===== config.mk =====
export PLATFORM = sky130hd
export DESIGN_NAME = esp32_spi_feedback_tx_flat
export DESIGN_NICKNAME = d
export VERILOG_FILES = /design/src/rtl/esp32_spi_pkg.sv /design/src/rtl/esp32_spi_feedback_tx_if.sv /design/src/rtl/spi_edge_detect.sv /design/src/rtl/esp32_spi_feedback_tx.sv /design/src/flat_wrapper.sv
export SDC_FILE = /design/constraint.sdc
export NUM_CORES = 1
export LEC_CHECK = 0
export CAP_MARGIN = 15
export CELL_PAD_IN_SITES_DETAIL_PLACEMENT = 1
export CELL_PAD_IN_SITES_GLOBAL_PLACEMENT = 2
export CORE_MARGIN = 2
export CORE_UTILIZATION = 41
export DETAILED_ROUTE_END_ITERATION = 10
export PLACE_DENSITY_LB_ADDON = 0.1
export SYNTH_ARGS = -nofsm -noshare
export SYNTH_HDL_FRONTEND = slang
export SYNTH_HIERARCHICAL = 1
export SYNTH_SLANG_ARGS = --single-unit

===== constraint.sdc =====
create_clock -name clk -period 2.9 [get_ports clk]
set_input_delay 0.58 -clock clk [delete_from_list [all_inputs] [get_ports clk]]
set_output_delay 0.58 -clock clk [all_outputs]
set_load 0.03 [all_outputs]

===== src/rtl/esp32_spi_pkg.sv =====
// Shared constants, FSM state type and frame-length helper for the ESP32 SPI feedback link.
// ESP32_SPI_FEEDBACK_CHECKSUM_EN adds a trailing checksum byte to every frame.
package esp32_spi_pkg;

    localparam logic [7:0] HDR_FRESH = 8'hA5;
    localparam logic [7:0] HDR_IDLE  = 8'h5A;

    typedef enum logic [1:0] {
        ST_IDLE  = 2'd0,
        ST_SHIFT = 2'd1,
        ST_TAIL  = 2'd2
    } state_e;

    // Header byte + payload, plus the checksum byte when enabled.
    function automatic int unsigned frame_len(input int unsigned payload_bits);
`ifdef ESP32_SPI_FEEDBACK_CHECKSUM_EN
        return 16 + payload_bits;
`else
        return 8 + payload_bits;
`endif
    endfunction

endpackage


===== src/rtl/esp32_spi_feedback_tx_if.sv =====
// Valid/ready command bus that queues one feedback payload into the transmitter.
interface esp32_spi_feedback_tx_if #(
    parameter int unsigned PAYLOAD_BITS = 16
) ();

    logic [PAYLOAD_BITS-1:0] cmd_data;
    logic                    cmd_valid;
    logic                    cmd_ready;

    modport master (output cmd_data, output cmd_valid, input cmd_ready);
    modport slave  (input cmd_data, input cmd_valid, output cmd_ready);

endinterface


===== src/rtl/spi_edge_detect.sv =====
// Registers a synchronized level and flags its rising and falling edges.
module spi_edge_detect #(
    parameter logic RESET_VAL = 1'b0
) (
    input  logic clk,
    input  logic reset_n,
    input  logic sig,
    output logic rise_c,
    output logic fall_c
);

    logic prev_q;
    logic prev_d;

    assign prev_d = sig;

    always_ff @(posedge clk or negedge reset_n) begin
        if (!reset_n) prev_q <= RESET_VAL;
        else          prev_q <= prev_d;
    end

    assign rise_c = sig & ~prev_q;
    assign fall_c = ~sig & prev_q;

endmodule


===== src/rtl/esp32_spi_feedback_tx.sv =====
// SPI-slave feedback transmitter: shifts {header, payload[, checksum]} out on MISO, MSB first.
// ESP32_SPI_FEEDBACK_CHECKSUM_EN appends a zero-sum checksum byte computed at frame load.
module esp32_spi_feedback_tx
    import esp32_spi_pkg::*;
#(
    parameter int unsigned PAYLOAD_BITS = 16
) (
    input  logic                   clk,
    input  logic                   reset_n,
    input  logic                   spi_csn,
    input  logic                   spi_clk,
    output logic                   spi_miso,
    output logic                   spi_miso_oe,
    esp32_spi_feedback_tx_if.slave cmd,
    output logic                   busy,
    output logic                   frame_done,
    output logic                   frame_abort
);

    localparam int unsigned FRAME_LEN = frame_len(PAYLOAD_BITS);
    localparam int unsigned CNT_W     = $clog2(FRAME_LEN + 1);

    logic sck_rise_c, sck_fall_c, csn_rise_c, csn_fall_c;

    spi_edge_detect #(.RESET_VAL(1'b0)) u_sck_edge (
        .clk     (clk),
        .reset_n (reset_n),
        .sig     (spi_clk),
        .rise_c  (sck_rise_c),
        .fall_c  (sck_fall_c)
    );

    spi_edge_detect #(.RESET_VAL(1'b1)) u_csn_edge (
        .clk     (clk),
        .reset_n (reset_n),
        .sig     (spi_csn),
        .rise_c  (csn_rise_c),
        .fall_c  (csn_fall_c)
    );

    state_e                  state_q,   state_d;
    logic [FRAME_LEN-1:0]    shreg_q,   shreg_d;
    logic [CNT_W-1:0]        cnt_q,     cnt_d;
    logic [PAYLOAD_BITS-1:0] hold_q,    hold_d;
    logic                    full_q,    full_d;
    logic [PAYLOAD_BITS-1:0] payload_q, payload_d;
    logic                    fresh_q,   fresh_d;
    logic                    oe_q,      oe_d;
    logic                    done_q,    done_d;
    logic                    abort_q,   abort_d;
    logic                    ready_q,   ready_d;

    logic                    accept_c;
    logic [7:0]              hdr_c;
    logic [PAYLOAD_BITS-1:0] load_payload_c;
    logic [FRAME_LEN-1:0]    frame_c;

`ifdef ESP32_SPI_FEEDBACK_CHECKSUM_EN
    // Byte chosen so header + payload bytes + checksum sums to 0 mod 256.
    function automatic logic [7:0] frame_csum(input logic [7:0] hdr,
                                              input logic [PAYLOAD_BITS-1:0] pl);
        logic [7:0] sum;
        sum = hdr;
        for (int unsigned i = 0; i < PAYLOAD_BITS / 8; i++) begin
            sum = sum + pl[i*8 +: 8];
        end
        return 8'(8'd0 - sum);
    endfunction
`endif

    assign accept_c       = cmd.cmd_valid & ready_q;
    assign hdr_c          = full_q ? HDR_FRESH : HDR_IDLE;
    assign load_payload_c = full_q ? hold_q : '0;

`ifdef ESP32_SPI_FEEDBACK_CHECKSUM_EN
    assign frame_c = {hdr_c, load_payload_c, frame_csum(hdr_c, load_payload_c)};
`else
    assign frame_c = {hdr_c, load_payload_c};
`endif

    always_ff @(posedge clk or negedge reset_n) begin
        if (!reset_n) begin
            state_q   <= ST_IDLE;
            shreg_q   <= '0;
            cnt_q     <= '0;
            hold_q    <= '0;
            full_q    <= 1'b0;
            payload_q <= '0;
            fresh_q   <= 1'b0;
            oe_q      <= 1'b0;
            done_q    <= 1'b0;
            abort_q   <= 1'b0;
            ready_q   <= 1'b0;
        end else begin
            state_q   <= state_d;
            shreg_q   <= shreg_d;
            cnt_q     <= cnt_d;
            hold_q    <= hold_d;
            full_q    <= full_d;
            payload_q <= payload_d;
            fresh_q   <= fresh_d;
            oe_q      <= oe_d;
            done_q    <= done_d;
            abort_q   <= abort_d;
            ready_q   <= ready_d;
        end
    end

    always_comb begin
        state_d   = state_q;
        shreg_d   = shreg_q;
        cnt_d     = cnt_q;
        hold_d    = hold_q;
        full_d    = full_q;
        payload_d = payload_q;
        fresh_d   = fresh_q;
        oe_d      = oe_q;
        done_d    = 1'b0;
        abort_d   = 1'b0;

        case (state_q)
            ST_IDLE: begin
                if (csn_fall_c) begin
                    state_d   = ST_SHIFT;
                    shreg_d   = frame_c;
                    cnt_d     = '0;
                    oe_d      = 1'b1;
                    fresh_d   = full_q;
                    payload_d = load_payload_c;
                    full_d    = 1'b0;
                end
            end
            ST_SHIFT: begin
                if (csn_rise_c) begin
                    state_d = ST_IDLE;
                    shreg_d = '0;
                    oe_d    = 1'b0;
                    abort_d = 1'b1;
                    // Requeue an aborted fresh payload only if nothing newer is waiting.
                    if (fresh_q && !full_q) begin
                        hold_d = payload_q;
                        full_d = 1'b1;
                    end
                end else begin
                    if (sck_fall_c) begin
                        shreg_d = {shreg_q[FRAME_LEN-2:0], 1'b0};
                    end
                    if (sck_rise_c) begin
                        cnt_d = cnt_q + CNT_W'(1);
                        if (cnt_q == CNT_W'(FRAME_LEN - 1)) begin
                            state_d = ST_TAIL;
                            shreg_d = '0;
                            done_d  = 1'b1;
                        end
                    end
                end
            end
            ST_TAIL: begin
                if (csn_rise_c) begin
                    state_d = ST_IDLE;
                    oe_d    = 1'b0;
                end
            end
            default: state_d = ST_IDLE;
        endcase

        // Accept after the load so a same-cycle word stays held for the next frame.
        if (accept_c) begin
            hold_d = cmd.cmd_data;
            full_d = 1'b1;
        end
    end

    assign ready_d = ~full_d;

    assign spi_miso      = shreg_q[FRAME_LEN-1];
    assign spi_miso_oe   = oe_q;
    assign busy          = oe_q;
    assign frame_done    = done_q;
    assign frame_abort   = abort_q;
    assign cmd.cmd_ready = ready_q;

endmodule


===== src/flat_wrapper.sv =====
// flat-port wrapper written by rule: the top's interface ports become plain ports
module esp32_spi_feedback_tx_flat import esp32_spi_pkg::*;
#(
    parameter int unsigned PAYLOAD_BITS = 16
)
  (clk, reset_n, spi_csn, spi_clk, spi_miso, spi_miso_oe, busy, frame_done, frame_abort, cmd_cmd_data, cmd_cmd_valid, cmd_cmd_ready);
  esp32_spi_feedback_tx_if #(.PAYLOAD_BITS(PAYLOAD_BITS)) cmd_i ();
  input  logic clk;
  input  logic reset_n;
  input  logic spi_csn;
  input  logic spi_clk;
  output logic spi_miso;
  output logic spi_miso_oe;
  output logic busy;
  output logic frame_done;
  output logic frame_abort;
  input wire logic [$bits(cmd_i.cmd_data)-1:0] cmd_cmd_data;
  input wire logic [$bits(cmd_i.cmd_valid)-1:0] cmd_cmd_valid;
  output wire logic [$bits(cmd_i.cmd_ready)-1:0] cmd_cmd_ready;
  assign cmd_i.cmd_data = cmd_cmd_data;
  assign cmd_i.cmd_valid = cmd_cmd_valid;
  assign cmd_cmd_ready = cmd_i.cmd_ready;
  esp32_spi_feedback_tx #(.PAYLOAD_BITS(PAYLOAD_BITS)) u_core (.clk(clk), .reset_n(reset_n), .spi_csn(spi_csn), .spi_clk(spi_clk), .spi_miso(spi_miso), .spi_miso_oe(spi_miso_oe), .cmd(cmd_i), .busy(busy), .frame_done(frame_done), .frame_abort(frame_abort));
endmodule

======== After elaboration in Yosys (flattened, before gate mapping) ========
Index checks and enable logic that the tools add are counted.
Widths: inputs -> output; s select.
cells by class
  $add $sub $neg .......................... 1
  equal/unequal tests ..................... 10
  muxes and demuxes ....................... 36
  bitwise operators ....................... 10
  reduce and logical (&&, ||, !) cells .... 15
operators with widths
  cell                 count
  $mux 24              5
  $mux 16              5
  $pmux 24 s2          1
  $mux 5               3
  $mux 1               12
  $mux 2               5
  $pmux 5 s2           1
  $reduce_bool 2->1    5
  $mux 8               1
  $ne 2x1->1 const B   4
  $reduce_and 4->1     2
  $ne 3x1->1 const B   2
  $pmux 2 s3           1
  $reduce_and 3->1     2
  $add 5x1->5 const B  1
  $and 1x1->1          5
  $eq 5x5->1 const B   1
  $not 1->1            5
  $pmux 1 s2           2
  $reduce_and 2->1     2
  $eq 2x1->1 const B   1
  $eq 2x2->1 const B   1
  $logic_not 2->1      1
  $ne 2x2->1 const B   1
  other kinds (3)      3
storage, ports and cells
  flip-flop bits (word level) ............. 71
  bits of input ports ..................... 21
  output and inout port bits .............. 6
  word-level logic and storage cells ...... 85

======== Longest topological paths before layout ========
  depth after elaboration ................. 7
  depth in mapped cells ................... 7
  depth with buffers taken out ............ 6

======== Hierarchy ========
Netlist, hierarchy kept.
by module, submodules not included
  module                               times used  cells each  area an instance (um2)  seq. area each (um2)
  esp32_spi_feedback_tx                1           279         3064.2                  1726.7
  spi_edge_detect (u_core.u_csn_edge)  1           3           41.3                    26.3
  spi_edge_detect (u_core.u_sck_edge)  1           3           40.0                    25.0

======== Worst setup path before layout ========
Ideal clock, no wire load.
  kind .................................... input -> register
  start ................................... input spi_csn
  end ..................................... register u_core.shreg_q[18]
  setup time .............................. 0.126 ns
  arrival ................................. 1.682 ns
  data required time ...................... 2.774 ns
  path slack .............................. 1.092 ns
  stages .................................. 6
  buffers on the path ..................... 1
  path through ............................ nor2b_1 > nand2b_1 > o21bai_4 > nor3b_4 > buf_6 > a221o_1
on the way
  word-level cells in the longest chain between the ends .. 4
  elaborated cells between the ends (all ways) .. 7
  those cells by class .................... 1 x eq/ne; 2 x mux; 3 x bitwise; 1 x reduce/logical
RTL lines
  what                               RTL line                     source
  start: declaration                 flat_wrapper.sv:10           input logic spi_csn;
  $not 1->1                          spi_edge_detect.sv:23        assign fall_c = ~sig & prev_q;
  $and 1x1->1                        spi_edge_detect.sv:23
  $ne 2x1->1 (no source line)        --
  $reduce_and 2->1 (no source line)  --
  end signal: assignment             esp32_spi_feedback_tx.sv:96  shreg_q <= shreg_d;
  end: declaration                   esp32_spi_feedback_tx.sv:42  logic [FRAME_LEN-1:0] shreg_q, shreg_d;
Parallel ways exist; a longest one is shown, timed or not.
A chain may end at the register's enable or synchronous reset.

======== Worst setup path in the final report ========
  start ................................... input spi_csn
  end ..................................... register u_core.shreg_q[6]
on the way
  elaborated cells between the ends (all ways) .. 7
  those cells by class .................... 1 x eq/ne; 2 x mux; 3 x bitwise; 1 x reduce/logical
RTL lines
  what                         RTL line                      source
  $and 1x1->1                  spi_edge_detect.sv:22         assign rise_c = sig & ~prev_q;
  named net u_core.csn_rise_c  esp32_spi_feedback_tx.sv:23   logic sck_rise_c, sck_fall_c, csn_rise_c, csn_fall_c;
  $mux 24                      esp32_spi_feedback_tx.sv:134  if (csn_rise_c) begin
  $pmux 24 s2                  esp32_spi_feedback_tx.sv:121  case (state_q)
The timed path passes the listed nets, and every way through them passes these cells.

==> impl_metrics.tcl <==
set metrics [dict create \
    pwr-share-comb_pct 31.9 \
    insertion_delay_ns 0.34 \
    finalCritPeriodShare_pct 82.64 \
    p_leak_nw 1.764 \
    synthesis.area_sq_mm 0.003146 \
    path_clk_slew_ns 0.07 \
    ys_ff_latch 71 \
    ys_async_sr_fraction_pct 100.0 \
    crit_start "spi_csn" \
    die_width_um 91.59 \
    dp_hpwl_um 4493 \
    grt_pass1_wl_um 11470 \
    yosysTopAreaCell "dfrtp_1" \
    ys.flop_type "dfrtp_1" \
    die_y_um 91.59 \
    synth.top_cell.area_share_pct 55.69 \
    drv_slew 0 \
    synth_nets 310 \
    relSlewSlack_pct 38.19 \
    path_depth 6 \
    fmax_mhz 417.3 \
    antenna_found_initial 0 \
    cts_resized 0 \
    sw_frac_of_total_pct 35.02 \
    drive_gt1_share_pct 11.32 \
    wl_per_cell_um 15.94 \
    max_cap_violations 0 \
    drt_pass1_iterations 4 \
    rsz0062_at_grt "false" \
    grt_usage_pct 17.58 \
    hold_violations 0 \
    power.density_mw_per_mm2 977.3 \
    cp-start-kind "primary input" \
    yosysSeqAreaShare_pct 56.52 \
    stdcell_area_sq_mm 0.003702 \
    cpMaxStageDelayCell "nor3b_4" \
    drcViolationCount 0 \
    clockPowerShare_pct 20.6 \
    peakVddDrop_mv 0.3196 \
    synth.most_common_cell "dfrtp_1" \
    drtAntennaViolNets 0 \
    regToRegStartpoint "u_core/u_csn_edge/prev_q" \
    reg2reg_depth 5 \
    path_cells "clkdlybuf4s50_1 > nor2b_1 > nand2b_1 > o21bai_4 > nor3b_4 > a221o_1" \
    io_buffers 26 \
    cts_made_buffers 9 \
    ys_types 34 \
    cts_root_buf "clkbuf_8" \
    synthTopCellsByArea "dfrtp_1, a221o_1, mux2i_1" \
    gp_congestion 0.7224 \
    switchingPower_mw 1.267 \
    coreArea_sq_mm 0.007331 \
    outcome "complete, no violations" \
    cp.required_ns 3.17 \
    path_max_fanout 23 \
    synthTopCellsByCount "dfrtp_1, nand2_1, a221o_1" \
    r2r_slack_ns 0.78 \
    core.rowCount 31 \
    synthCells 285 \
    cts_tree "yes" \
    syn_avg_cell_area_sq_um 11.04 \
    worst-path-buf-inv 1 \
    vias_per_cell 5.259 \
    die-area_sq_mm 0.008389 \
    post-cts-setup-buffer-count 0 \
    tns_ns 0 \
    cpPeakStageDelay_ns 0.77 \
    via_count 2193 \
    worst_setup_path_end_kind "flip-flop" \
    cp_data_arrival_time_ns 2.67 \
    path_delay_family "simple AND/OR/NAND/NOR gates" \
    cts-hold-fix-buffers 0 \
    area_growth_pct 17.70 \
    pwr-share-seq_pct 47.5 \
    worst_pin_slew_ns 0.9261 \
    clock-sinks 71 \
    max-clock-path-buffers 2 \
    drt_iter0_markers 159 \
    hold_path_class "primary input to asynchronous set/reset pin" \
    ioPinCount 27 \
    internal-power_mw 2.351 \
    grt_start_max_net_pins 33 \
    grt_pass1_vias 2186 \
    ctsHtreeMaxLevel 3 \
    setup.worst_path.end "u_core/shreg_q[6]" \
    yosys_warnings 6 \
    start_util_pct 42.91 \
    grt_overflow_total 0 \
    diodes 0 \
    wl_um 6648 \
    finalSetupViolCount 0 \
    place_area_sq_mm 0.003523 \
    synth_edf_count 0 \
    final_nets 339 \
    total_power_mw 3.618 \
    critPathKind "primary input to flip-flop" \
    r2r-end "u_core/shreg_q[6]" \
    fin_worst_skew_ns 0.008313 \
    min_period_ns 2.397 \
]
cells in the final DEF (no fill, tap or decap), drive strengths merged, types with 6 or more instances in the layout:
cell           synthesis  routed
mux2i                 18      18
and2                  16      16
a221o                 23      23
nand2                 36      36
buf                    9      11
clkdlybuf4s50          0      25
inv                    6       6
dfrtp                 70      70
a21oi                 22      22
clkbuf                 9      11
o21ai                 20      20
nor2                  21      21
worst min path at each step:
stage	endpoint	slack, ns
CTS	u_core/payload_q[0]	0.25
detailed placement	u_core/payload_q[6]	0.47
floorplan	u_core/busy	0.28
global placement	u_core/payload_q[5]	0.46
global route	u_core/shreg_q[23]	0.28
finish	u_core/busy	0.24
metal layers:
layer  share of wire, %  global-route usage, %  vias up  routed length (um)
li1                   -                      -     1056                   -
met1                 52                  25.24     1103                3435
met2                 44                  25.98       26                2956
met3                2.7                  4.481        8                 181
met4                1.1                  5.682        0                  75
met5                  0                      0        -                   0
stage by stage:
| step | std cells | setup WS (ns) | util, % | hold slack [ns] |
|---|---|---|---|---|
| after floorplan | 285 | 1.092 | - | 0.2844 |
| after global placement | 402 | 0.2515 | 48.06 | 0.4648 |
| after detailed placement | 402 | 0.1839 | 48.06 | 0.4735 |
| after CTS | 417 | 0.5362 | 50.50 | 0.2528 |
| after global routing | 417 | 0.3665 | 50.50 | 0.2772 |
| final | 417 | 0.5034 | 50.50 | 0.2444 |
layout make-up:
cell class	instances	area [sq um]
Clock inverter	4	47.55
Multi-Input combinational cell	190	1256
Sequential cell	71	1778
Clock buffer	11	131.4
Timing Repair Buffer	36	342.8
Fill cell	786	3628
Inverter	6	22.52
Tap cell	99	123.9
power by group through the flow:
stage	Clock, mW	Combinational (mW)	Sequential [mW]
floorplan	0	0.872	1.66
global placement	0	1.13	1.73
detailed placement	0	1.18	1.73
CTS	0.775	1.18	1.72
global route	0.826	1.31	1.78
finish	0.746	1.15	1.72
state kept, by name (all words and copies together), names as in the netlist:
name,count
u_core/full_q,1
u_core/u_sck_edge/prev_q,1
u_core/frame_abort,1
u_core/hold_q,16
u_core/payload_q,16
u_core/shreg_q,24
u_core/cmd.cmd_ready,1
u_core/fresh_q,1
u_core/u_csn_edge/prev_q,1
u_core/busy,1
u_core/cnt_q,5
u_core/state_q,2
u_core/frame_done,1
cells by family after synthesis:
family,share of synthesized area [%]
compound gates,16.79
simple gates,14.44
buf+inv,3.659
mux,6.444
xor+xnor,0.5570
fa+ha+maj,1.591
flops,56.52
Note: power is estimated with default switching activity, not from simulation.
